File: src/rtl/muldiv_seq_if.sv
// muldiv_seq_if: operand/command and result bundle between the control FSM and muldiv_seq.
// Latency: none, wires only.
// Backpressure: start is only honoured while busy is low; the master polls busy/done.
interface muldiv_seq_if #(
  parameter int WIDTH = 32
);
  logic             start;
  logic             op_div;
  logic             op_signed;
  logic [WIDTH-1:0] a;
  logic [WIDTH-1:0] b;
  logic             busy;
  logic             done;
  logic [WIDTH-1:0] hi;
  logic [WIDTH-1:0] lo;
  logic             div_by_zero;

  modport master (
    output start, op_div, op_signed, a, b,
    input  busy, done, hi, lo, div_by_zero
  );

  modport slave (
    input  start, op_div, op_signed, a, b,
    output busy, done, hi, lo, div_by_zero
  );
endinterface

File: src/rtl/muldiv_seq.sv
// muldiv_seq: iterative shift-add multiply / restoring divide feeding HI/LO; MULDIV_SIGNED_EN enables signed mode.
// Latency: WIDTH+2 cycles from start edge to done cycle; divide-by-zero completes in 1 cycle.
// Backpressure: start is accepted only in IDLE; a start while busy is dropped, never queued.
module muldiv_seq #(
  parameter int WIDTH = 32,
  parameter int CNT_W = $clog2(WIDTH+1)
) (
  input  logic          clk,
  input  logic          rst_n,
  muldiv_seq_if.slave   bus
);

  typedef enum logic [1:0] {IDLE, CALC, FIX, DONE} state_t;

  state_t           state;
  state_t           state_nxt;

  logic             op_div_q;
  logic [WIDTH-1:0] acc_q;   // product upper half / partial remainder
  logic [WIDTH-1:0] mq_q;    // multiplier -> product lower half / dividend -> quotient
  logic [WIDTH-1:0] md_q;    // multiplicand / divisor magnitude
  logic [CNT_W-1:0] cnt_q;
  logic [WIDTH-1:0] hi_q;
  logic [WIDTH-1:0] lo_q;
  logic             dbz_q;

  logic             b_zero;
  logic [WIDTH-1:0] a_mag;
  logic [WIDTH-1:0] b_mag;
  logic [WIDTH:0]   mul_sum;
  logic [WIDTH:0]   div_shift;
  logic [WIDTH:0]   div_diff;
  logic [WIDTH-1:0] fix_hi;
  logic [WIDTH-1:0] fix_lo;

  assign b_zero = (bus.b == '0);

`ifdef MULDIV_SIGNED_EN
  logic             neg_res_q;
  logic             neg_rem_q;
  logic [2*WIDTH-1:0] prod;

  // Iterations run on magnitudes; signs are reapplied in FIX.
  assign a_mag = (bus.op_signed && bus.a[WIDTH-1]) ? -bus.a : bus.a;
  assign b_mag = (bus.op_signed && bus.b[WIDTH-1]) ? -bus.b : bus.b;
  assign prod  = {acc_q, mq_q};
`else
  logic unused_op_signed;

  assign unused_op_signed = bus.op_signed;
  assign a_mag = bus.a;
  assign b_mag = bus.b;
`endif

  // One multiply step adds the multiplicand when the multiplier LSB is set; the carry lands in bit WIDTH.
  assign mul_sum   = {1'b0, acc_q} + (mq_q[0] ? {1'b0, md_q} : {(WIDTH+1){1'b0}});
  // One divide step: shift the next dividend bit into the remainder and trial-subtract on WIDTH+1 bits.
  assign div_shift = {acc_q, mq_q[WIDTH-1]};
  assign div_diff  = div_shift - {1'b0, md_q};

  // Final sign correction: quotient/product by sign difference, remainder by dividend sign.
  always_comb begin
    fix_hi = acc_q;
    fix_lo = mq_q;
`ifdef MULDIV_SIGNED_EN
    if (op_div_q) begin
      if (neg_res_q) fix_lo = -mq_q;
      if (neg_rem_q) fix_hi = -acc_q;
    end else if (neg_res_q) begin
      {fix_hi, fix_lo} = -prod;
    end
`endif
  end

  // State register.
  always_ff @(posedge clk or negedge rst_n) begin
    if (!rst_n) state <= IDLE;
    else        state <= state_nxt;
  end

  // Next-state: divide by zero short-cuts to DONE, otherwise WIDTH CALC cycles then FIX.
  always_comb begin
    state_nxt = state;
    case (state)
      IDLE: if (bus.start) state_nxt = (bus.op_div && b_zero) ? DONE : CALC;
      CALC: if (cnt_q == CNT_W'(1)) state_nxt = FIX;
      FIX:  state_nxt = DONE;
      DONE: state_nxt = IDLE;
      default: state_nxt = IDLE;
    endcase
  end

  // Datapath: operand capture in IDLE, one bit per CALC cycle, result registration in FIX.
  always_ff @(posedge clk or negedge rst_n) begin
    if (!rst_n) begin
      op_div_q  <= 1'b0;
      acc_q     <= '0;
      mq_q      <= '0;
      md_q      <= '0;
      cnt_q     <= '0;
      hi_q      <= '0;
      lo_q      <= '0;
      dbz_q     <= 1'b0;
`ifdef MULDIV_SIGNED_EN
      neg_res_q <= 1'b0;
      neg_rem_q <= 1'b0;
`endif
    end else begin
      case (state)
        IDLE: begin
          if (bus.start) begin
            op_div_q  <= bus.op_div;
            acc_q     <= '0;
            mq_q      <= a_mag;
            md_q      <= b_mag;
            cnt_q     <= CNT_W'(WIDTH);
            dbz_q     <= bus.op_div && b_zero;
`ifdef MULDIV_SIGNED_EN
            neg_res_q <= bus.op_signed && (bus.a[WIDTH-1] ^ bus.b[WIDTH-1]);
            neg_rem_q <= bus.op_signed && bus.a[WIDTH-1];
`endif
          end
        end
        CALC: begin
          cnt_q <= cnt_q - CNT_W'(1);
          if (op_div_q) begin
            if (!div_diff[WIDTH]) begin
              acc_q <= div_diff[WIDTH-1:0];
              mq_q  <= {mq_q[WIDTH-2:0], 1'b1};
            end else begin
              acc_q <= div_shift[WIDTH-1:0];
              mq_q  <= {mq_q[WIDTH-2:0], 1'b0};
            end
          end else begin
            acc_q <= mul_sum[WIDTH:1];
            mq_q  <= {mul_sum[0], mq_q[WIDTH-1:1]};
          end
        end
        FIX: begin
          hi_q <= fix_hi;
          lo_q <= fix_lo;
        end
        default: ;
      endcase
    end
  end

  assign bus.busy        = (state != IDLE);
  assign bus.done        = (state == DONE);
  assign bus.hi          = hi_q;
  assign bus.lo          = lo_q;
  assign bus.div_by_zero = dbz_q;

endmodule

File: src/flat_wrapper.sv
// flat-port wrapper written by rule: the top's interface ports become plain ports
module muldiv_seq_flat 
#(
  parameter int WIDTH = 32,
  parameter int CNT_W = $clog2(WIDTH+1)
)
  (clk, rst_n, bus_start, bus_op_div, bus_op_signed, bus_a, bus_b, bus_busy, bus_done, bus_hi, bus_lo, bus_div_by_zero);
  muldiv_seq_if #(.WIDTH(WIDTH)) bus_i ();
  input  logic clk;
  input  logic rst_n;
  input wire logic [$bits(bus_i.start)-1:0] bus_start;
  input wire logic [$bits(bus_i.op_div)-1:0] bus_op_div;
  input wire logic [$bits(bus_i.op_signed)-1:0] bus_op_signed;
  input wire logic [$bits(bus_i.a)-1:0] bus_a;
  input wire logic [$bits(bus_i.b)-1:0] bus_b;
  output wire logic [$bits(bus_i.busy)-1:0] bus_busy;
  output wire logic [$bits(bus_i.done)-1:0] bus_done;
  output wire logic [$bits(bus_i.hi)-1:0] bus_hi;
  output wire logic [$bits(bus_i.lo)-1:0] bus_lo;
  output wire logic [$bits(bus_i.div_by_zero)-1:0] bus_div_by_zero;
  assign bus_i.start = bus_start;
  assign bus_i.op_div = bus_op_div;
  assign bus_i.op_signed = bus_op_signed;
  assign bus_i.a = bus_a;
  assign bus_i.b = bus_b;
  assign bus_busy = bus_i.busy;
  assign bus_done = bus_i.done;
  assign bus_hi = bus_i.hi;
  assign bus_lo = bus_i.lo;
  assign bus_div_by_zero = bus_i.div_by_zero;
  muldiv_seq #(.WIDTH(WIDTH), .CNT_W(CNT_W)) u_core (.clk(clk), .rst_n(rst_n), .bus(bus_i));
endmodule
File: config.mk
export PLATFORM = sky130hd
export DESIGN_NAME = muldiv_seq_flat
export DESIGN_NICKNAME = d
export VERILOG_FILES = /design/src/rtl/muldiv_seq_if.sv /design/src/rtl/muldiv_seq.sv /design/src/flat_wrapper.sv
export SDC_FILE = /design/constraint.sdc
export NUM_CORES = 1
export LEC_CHECK = 0
export ABC_AREA = 1
export CORE_UTILIZATION = 30
export CTS_CLUSTER_DIAMETER = 30
export CTS_CLUSTER_SIZE = 16
export DETAILED_ROUTE_END_ITERATION = 12
export DONT_BUFFER_PORTS = 1
export SLEW_MARGIN = 5
export SYNTH_ARGS = -nofsm -noshare
export SYNTH_HDL_FRONTEND = slang
export SYNTH_SLANG_ARGS = --single-unit
File: constraint.sdc
create_clock -name clk -period 2.8 [get_ports clk]
set_input_delay 0.56 -clock clk [delete_from_list [all_inputs] [get_ports clk]]
set_output_delay 0.56 -clock clk [all_outputs]
set_load 0.02 [all_outputs]
=== Word level (Yosys, flattened, before mapping) ===
Index checks and enable logic that the tools add are counted.

* $add $sub $neg: 3
* Eq/ne operators: 6
* Multiplexer cells: 15
* Reduce and logical (&&, ||, !) cells: 8

{| class="wikitable"
|+ Operator list
! operator !! number
|-
| $mux 32 || 6
|-
| $pmux 32 s2 || 2
|-
| $add 32x33->33 || 1
|-
| $sub 33x32->33 || 1
|-
| $logic_not 32->1 || 1
|-
| $pmux 6 s2 || 1
|-
| $pmux 2 s4 || 1
|-
| $eq 6x1->1 const B || 1
|-
| $mux 2 || 3
|-
| $mux 6 || 1
|-
| $reduce_and 2->1 || 3
|-
| $sub 6x1->6 const B || 1
|-
| $eq 2x2->1 const B || 2
|-
| $reduce_bool 2->1 || 2
|-
| $eq 2x1->1 const B || 1
|-
| $logic_not 2->1 || 1
|-
| $ne 2x1->1 const B || 1
|-
| $ne 2x2->1 const B || 1
|-
| $logic_and 1x1->1 || 1
|-
| $mux 1 || 1
|}

* Register bits: 170
* Word-level logic and storage cells: 41

=== Longest topological paths before layout ===
* Depth after elaboration: 5
* Gate-level depth with buffers: 20

=== Worst setup path before layout ===
Ideal clock, no wire load.

* Kind: reg-to-reg
* Start: register u_core.mq_q[0] (netlist: u_core.fix_lo[0])
* End: register u_core.acc_q[21]
* Data arrival time: 2,481 ps
* Required time: 2,684 ps
* Path slack: 203 ps
* Cell stages (with the launch flop): 20
* Buffers on the path: 2
* Clock period less this slack: 2,597 ps
* Cell sequence: dfrtp_1 clkbuf_1 clkbuf_1 nand2_1 inv_1 ha_1 inv_1 fa_1 o21ai_1 nand2_1 nand2_1 nand2_1 nand2_1 nand2_1 nand3_1 nand3_1 nand2_1 inv_1 nand2_1 nand2_1

* Cells in the longest elaborated chain, start to end: 4

{| class="wikitable"
|+ Ends and longest elaborated chain
! what !! line !! source
|-
| start: declaration || muldiv_seq.sv:20 || <nowiki>logic [WIDTH-1:0] mq_q;</nowiki>
|-
| start signal: assignment || muldiv_seq.sv:114 || <nowiki>mq_q <= a_mag;</nowiki>
|-
| start signal: assignment || muldiv_seq.sv:129 || <nowiki>mq_q <= {mq_q[WIDTH-2:0], 1'b1};</nowiki>
|-
| start signal: assignment || muldiv_seq.sv:132 || <nowiki>mq_q <= {mq_q[WIDTH-2:0], 1'b0};</nowiki>
|-
| $mux 32 || muldiv_seq.sv:56 || <nowiki>assign mul_sum = {1'b0, acc_q} + (mq_q[0] ? {1'b0, md_q} : {(WIDTH+1){1'b0}});</nowiki>
|-
| $add 32x33->33 || muldiv_seq.sv:56 ||
|-
| $mux 32 || muldiv_seq.sv:126 || <nowiki>if (op_div_q) begin</nowiki>
|-
| $pmux 32 s2 || muldiv_seq.sv:109 || <nowiki>case (state)</nowiki>
|-
| end signal: assignment || muldiv_seq.sv:128 || <nowiki>acc_q <= div_diff[WIDTH-1:0];</nowiki>
|-
| end signal: assignment || muldiv_seq.sv:131 || <nowiki>acc_q <= div_shift[WIDTH-1:0];</nowiki>
|-
| end signal: assignment || muldiv_seq.sv:135 || <nowiki>acc_q <= mul_sum[WIDTH:1];</nowiki>
|-
| end: declaration || muldiv_seq.sv:19 || <nowiki>logic [WIDTH-1:0] acc_q;</nowiki>
|}

No other way between the ends.
A chain may end at the register's enable or synchronous reset.

=== Final worst setup path ===
* Start: register u_core.md_q[19]
* End: register u_core.acc_q[15]

* Cells in the longest elaborated chain, start to end: 4

{| class="wikitable"
|+ Ends and longest elaborated chain
! what !! line !! source
|-
| start: declaration || muldiv_seq.sv:21 || <nowiki>logic [WIDTH-1:0] md_q;</nowiki>
|-
| start signal: assignment || muldiv_seq.sv:115 || <nowiki>md_q <= b_mag;</nowiki>
|-
| $sub 33x32->33 || muldiv_seq.sv:59 || <nowiki>assign div_diff = div_shift - {1'b0, md_q};</nowiki>
|-
| $mux 32 || muldiv_seq.sv:127 || <nowiki>if (!div_diff[WIDTH]) begin</nowiki>
|-
| $mux 32 || muldiv_seq.sv:126 ||
|-
| $pmux 32 s2 || muldiv_seq.sv:109 ||
|}

No other way between the ends.

==> impl_metrics.ini <==
[run_status]
status = finished, violations left
violations = hold timing

[power_and_ir_drop]
leakage_nw = 7.58
ir_drop_mv = 0.602
power_mw = 20.8
p_per_area_mw_per_mm2 = 1460

[synth]
synth_top_family_by_area = simple AND/OR/NAND/NOR gates
yosys.area.top_type_share_pct = 33.4
synthCells = 1885
synth_compound_area_share_pct = 13.9
ys_top_cells_by_area = dfrtp_1, nand2_1, inv_1
yosys.area_share.xor_xnor_pct = 1.38
yosysUniqueCellTypes = 42
yosys_warnings = 0
synth-seq-cells = 170
ys.flop_type = dfrtp_1
synth-simple-area-share_pct = 29.8
synthMuxAreaShare_pct = 3.19
yosysTopAreaCell = dfrtp_1
syn_nets = 2026
avgSynthCellArea_sq_um = 6.75
seq_area_frac_synth_pct = 33.4
syn_area_sq_mm = 0.0127
synthAdderAreaFrac_pct = 7.20
synthArstFlopShare_pct = 100
synth-edff-count = 0

[floorplan]
coreArea_sq_mm = 0.0419
pin_count = 136
num_rows = 75
start_util_pct = 30.4
die_h_microns = 208
die-width_microns = 208
die_area_sq_mm = 0.0432

[clock_tree]
cts_tree = built
h-tree-depth = 4
clock_path_buffers = 2
cts_sinks = 170
path_clk_slew_ns = 0.07
postCtsSetupBuffers = 0
clock_latency_ns = 0.46
root_buffer = clkbuf_16
cts_made_buffers = 17

[worst_setup_path]
worstSetupStartpoint = u_core.md_q[19]$_DFFE_PN0P_
cp_num_buf_inv = 3
crit_arrival_ns = 2.95
crit_chain = inv_1 > ha_1 > nand2_1 > inv_1 > nand2_1 > nand2_1 > nand2_1 > nand2_1 > a21oi_4 > nand2_4 > nand2_2 > nand2_2 > buf_12 > nand2_1 > nand2_1 > o21ai_1 > nand2_1
cp_max_fo = 21
cpMostUsedCell = nand2_1
crit_path_start_kind = flop
worst_ep_required_time_ns = 3.14
crit_path_top_delay_cell = dfrtp_1
reg2reg_from = u_core.md_q[19]$_DFFE_PN0P_
critPathCaptureType = flop
slowest_delay_ns = 0.46
path_class = flop to flop
reg2reg_slack_ns = 0.19
cp_top_family = simple AND/OR/NAND/NOR gates

[grt]
grt_pass1_wl_microns = 67400
antenna_found_initial = 0
grt_pass1_vias = 11716
track_usage_pct = 20.1
grt_max_degree = 171
grt_overflow = 0

[detailed_routing]
route.met3.wl_microns = 2740
wl_met2_microns = 19800
postRouteAntennaNets = 0
drt-initial-drc-count = 1107
topRoutingLayerUsed = met4
wire_per_inst_microns = 17.6
drt-met1-wl_microns = 19700
vias = 12354
routed_wl_microns = 43100
vias_per_cell = 5.03
firstDrtPassIters = 6
route.detailed.drc = 0

[final_layout]
multi_input_area_sq_mm = 0.00711
layout_commonest_cell = nand2_1
final_cell_mix = nand2_1, inv_1, a21oi_1
final_core_util_pct = 34.1
final.fill_count = 4545
diodes = 0
drive_above_1_share_pct = 8.98
final_nets = 2044
regArea_sq_mm = 0.00426
design_area_sq_mm = 0.0143
syn2layout_area_growth_pct = 12.3

[timing]
min_period_over_period_pct = 93.2
slew_viol_final = 0
tns_ns = 0
tightest_slew_ns = 0.767
slew_headroom_pct = 48.8
max_freq_mhz = 383
finalSetupViolCount = 0
grt_setup_unrepaired = no
fin_skew_ns = 0.0164
min_period_ns = 2.61
setup_ws_ns = 0.190
fin_hold_ws_ns = -0.199
hold_violations = 170

[place]
dp_hpwl_microns = 33800
dp_slack_ns = 0.121
place_congestion = 0.973
dpl_cell_area_sq_mm = 0.0137
io_buffers = 0

[job]
maxCapViolations = 0

[hold_path]
hold_path_class = primary input to async pin
[Yosys cell counts (16+ instances only)]
cell and count:
clkbuf_1 44, o211ai_1 16, ha_1 70, mux2_2 36, inv_1 293, o21ai_0 93
nand3_1 125, dfrtp_1 170, nor2_1 164, nor3_1 16, a21oi_1 174, nand4_1 20
nand2_1 528
[registers in the layout (all words and copies together) (netlist names)]
register / count
u_core.acc_q: 32
u_core.bus.hi: 32
u_core.bus.lo: 32
u_core.fix_lo: 32
u_core.md_q: 32
u_core.cnt_q: 6
u_core.state: 2
u_core.bus.div_by_zero: 1
u_core.op_div_q: 1
[layer usage]
layer,global-route usage (%),vias up
met5,0,-
met4,5.87,0
met3,4.39,45
met2,32.4,378
met1,26.8,5836
li1,-,6095
[worst paths after layout]
check / endpoint / depth (start not counted)
worst max-delay path: u_core.acc_q[15]$_DFFE_PN0P_ / 17
worst min-delay path: u_core.md_q[17]$_DFFE_PN0P_ / 0
worst max register to register: u_core.acc_q[15]$_DFFE_PN0P_ / 17
worst min register to register: u_core.cnt_q[5]$_DFFE_PN0P_ / 2
max in group asynchronous: u_core.op_div_q$_DFFE_PN0P_ / 0
min in group clk: u_core.bus.div_by_zero$_DFFE_PN0P_ / 1
[stage by stage]
stage | std cells | hold slack (ns)
2_1_floorplan | 1885 | 0.264
3_3_place_gp | 2423 | 0.271
3_5_place_dp | 2423 | 0.274
4_1_cts | 2455 | -0.225
5_1_grt | 2455 | -0.221
6_report | 2455 | -0.199
[kinds of logic after synthesis]
family	Yosys count
and+or+nand+nor	900
buffers and inverters	360
AOI/OAI and AO/OA	327
DFF	170
adders and majority gates	72
muxes	36
xor gates and xnor gates	20
[worst register-to-register path, delay by kind of cell (launching register included)]
| family | cells | cell delay [ns] |
|---|---|---|
| AO/OA/AOI/OAI | 2 | 0.41 |
| flip-flops | 1 | 0.46 |
| AND/OR/NAND/NOR | 11 | 0.88 |
| adder cells (fa/ha/maj) | 1 | 0.37 |
| buffers and inverters | 3 | 0.37 |
[timing repair]
action                                  in CTS  in global routing
endpoints found under the setup margin       0                 16
gates resized for setup                      0                  8
hold endpoints to repair                   170                170
[cell type report]
cell class                 count  share of cell area, %
multi-input combinational   1355                   49.8
clock buffer                  18                   3.00
inverter                     300                   7.88
tap                          539                   4.72
sequential                   170                   29.8
timing repair buffer          59                   3.54
clock inverter                14                   1.32
[power by group]
part | switching [mW] | internal [mW] | total [mW] | leakage (nW)
Sequential | 1.54 | 3.61 | 5.15 | 2.03
Clock | 1.21 | 1.30 | 2.51 | 0.302
Combinational | 8.56 | 4.62 | 13.2 | 5.24
No activity file was read; power rests on OpenSTA's default activity.
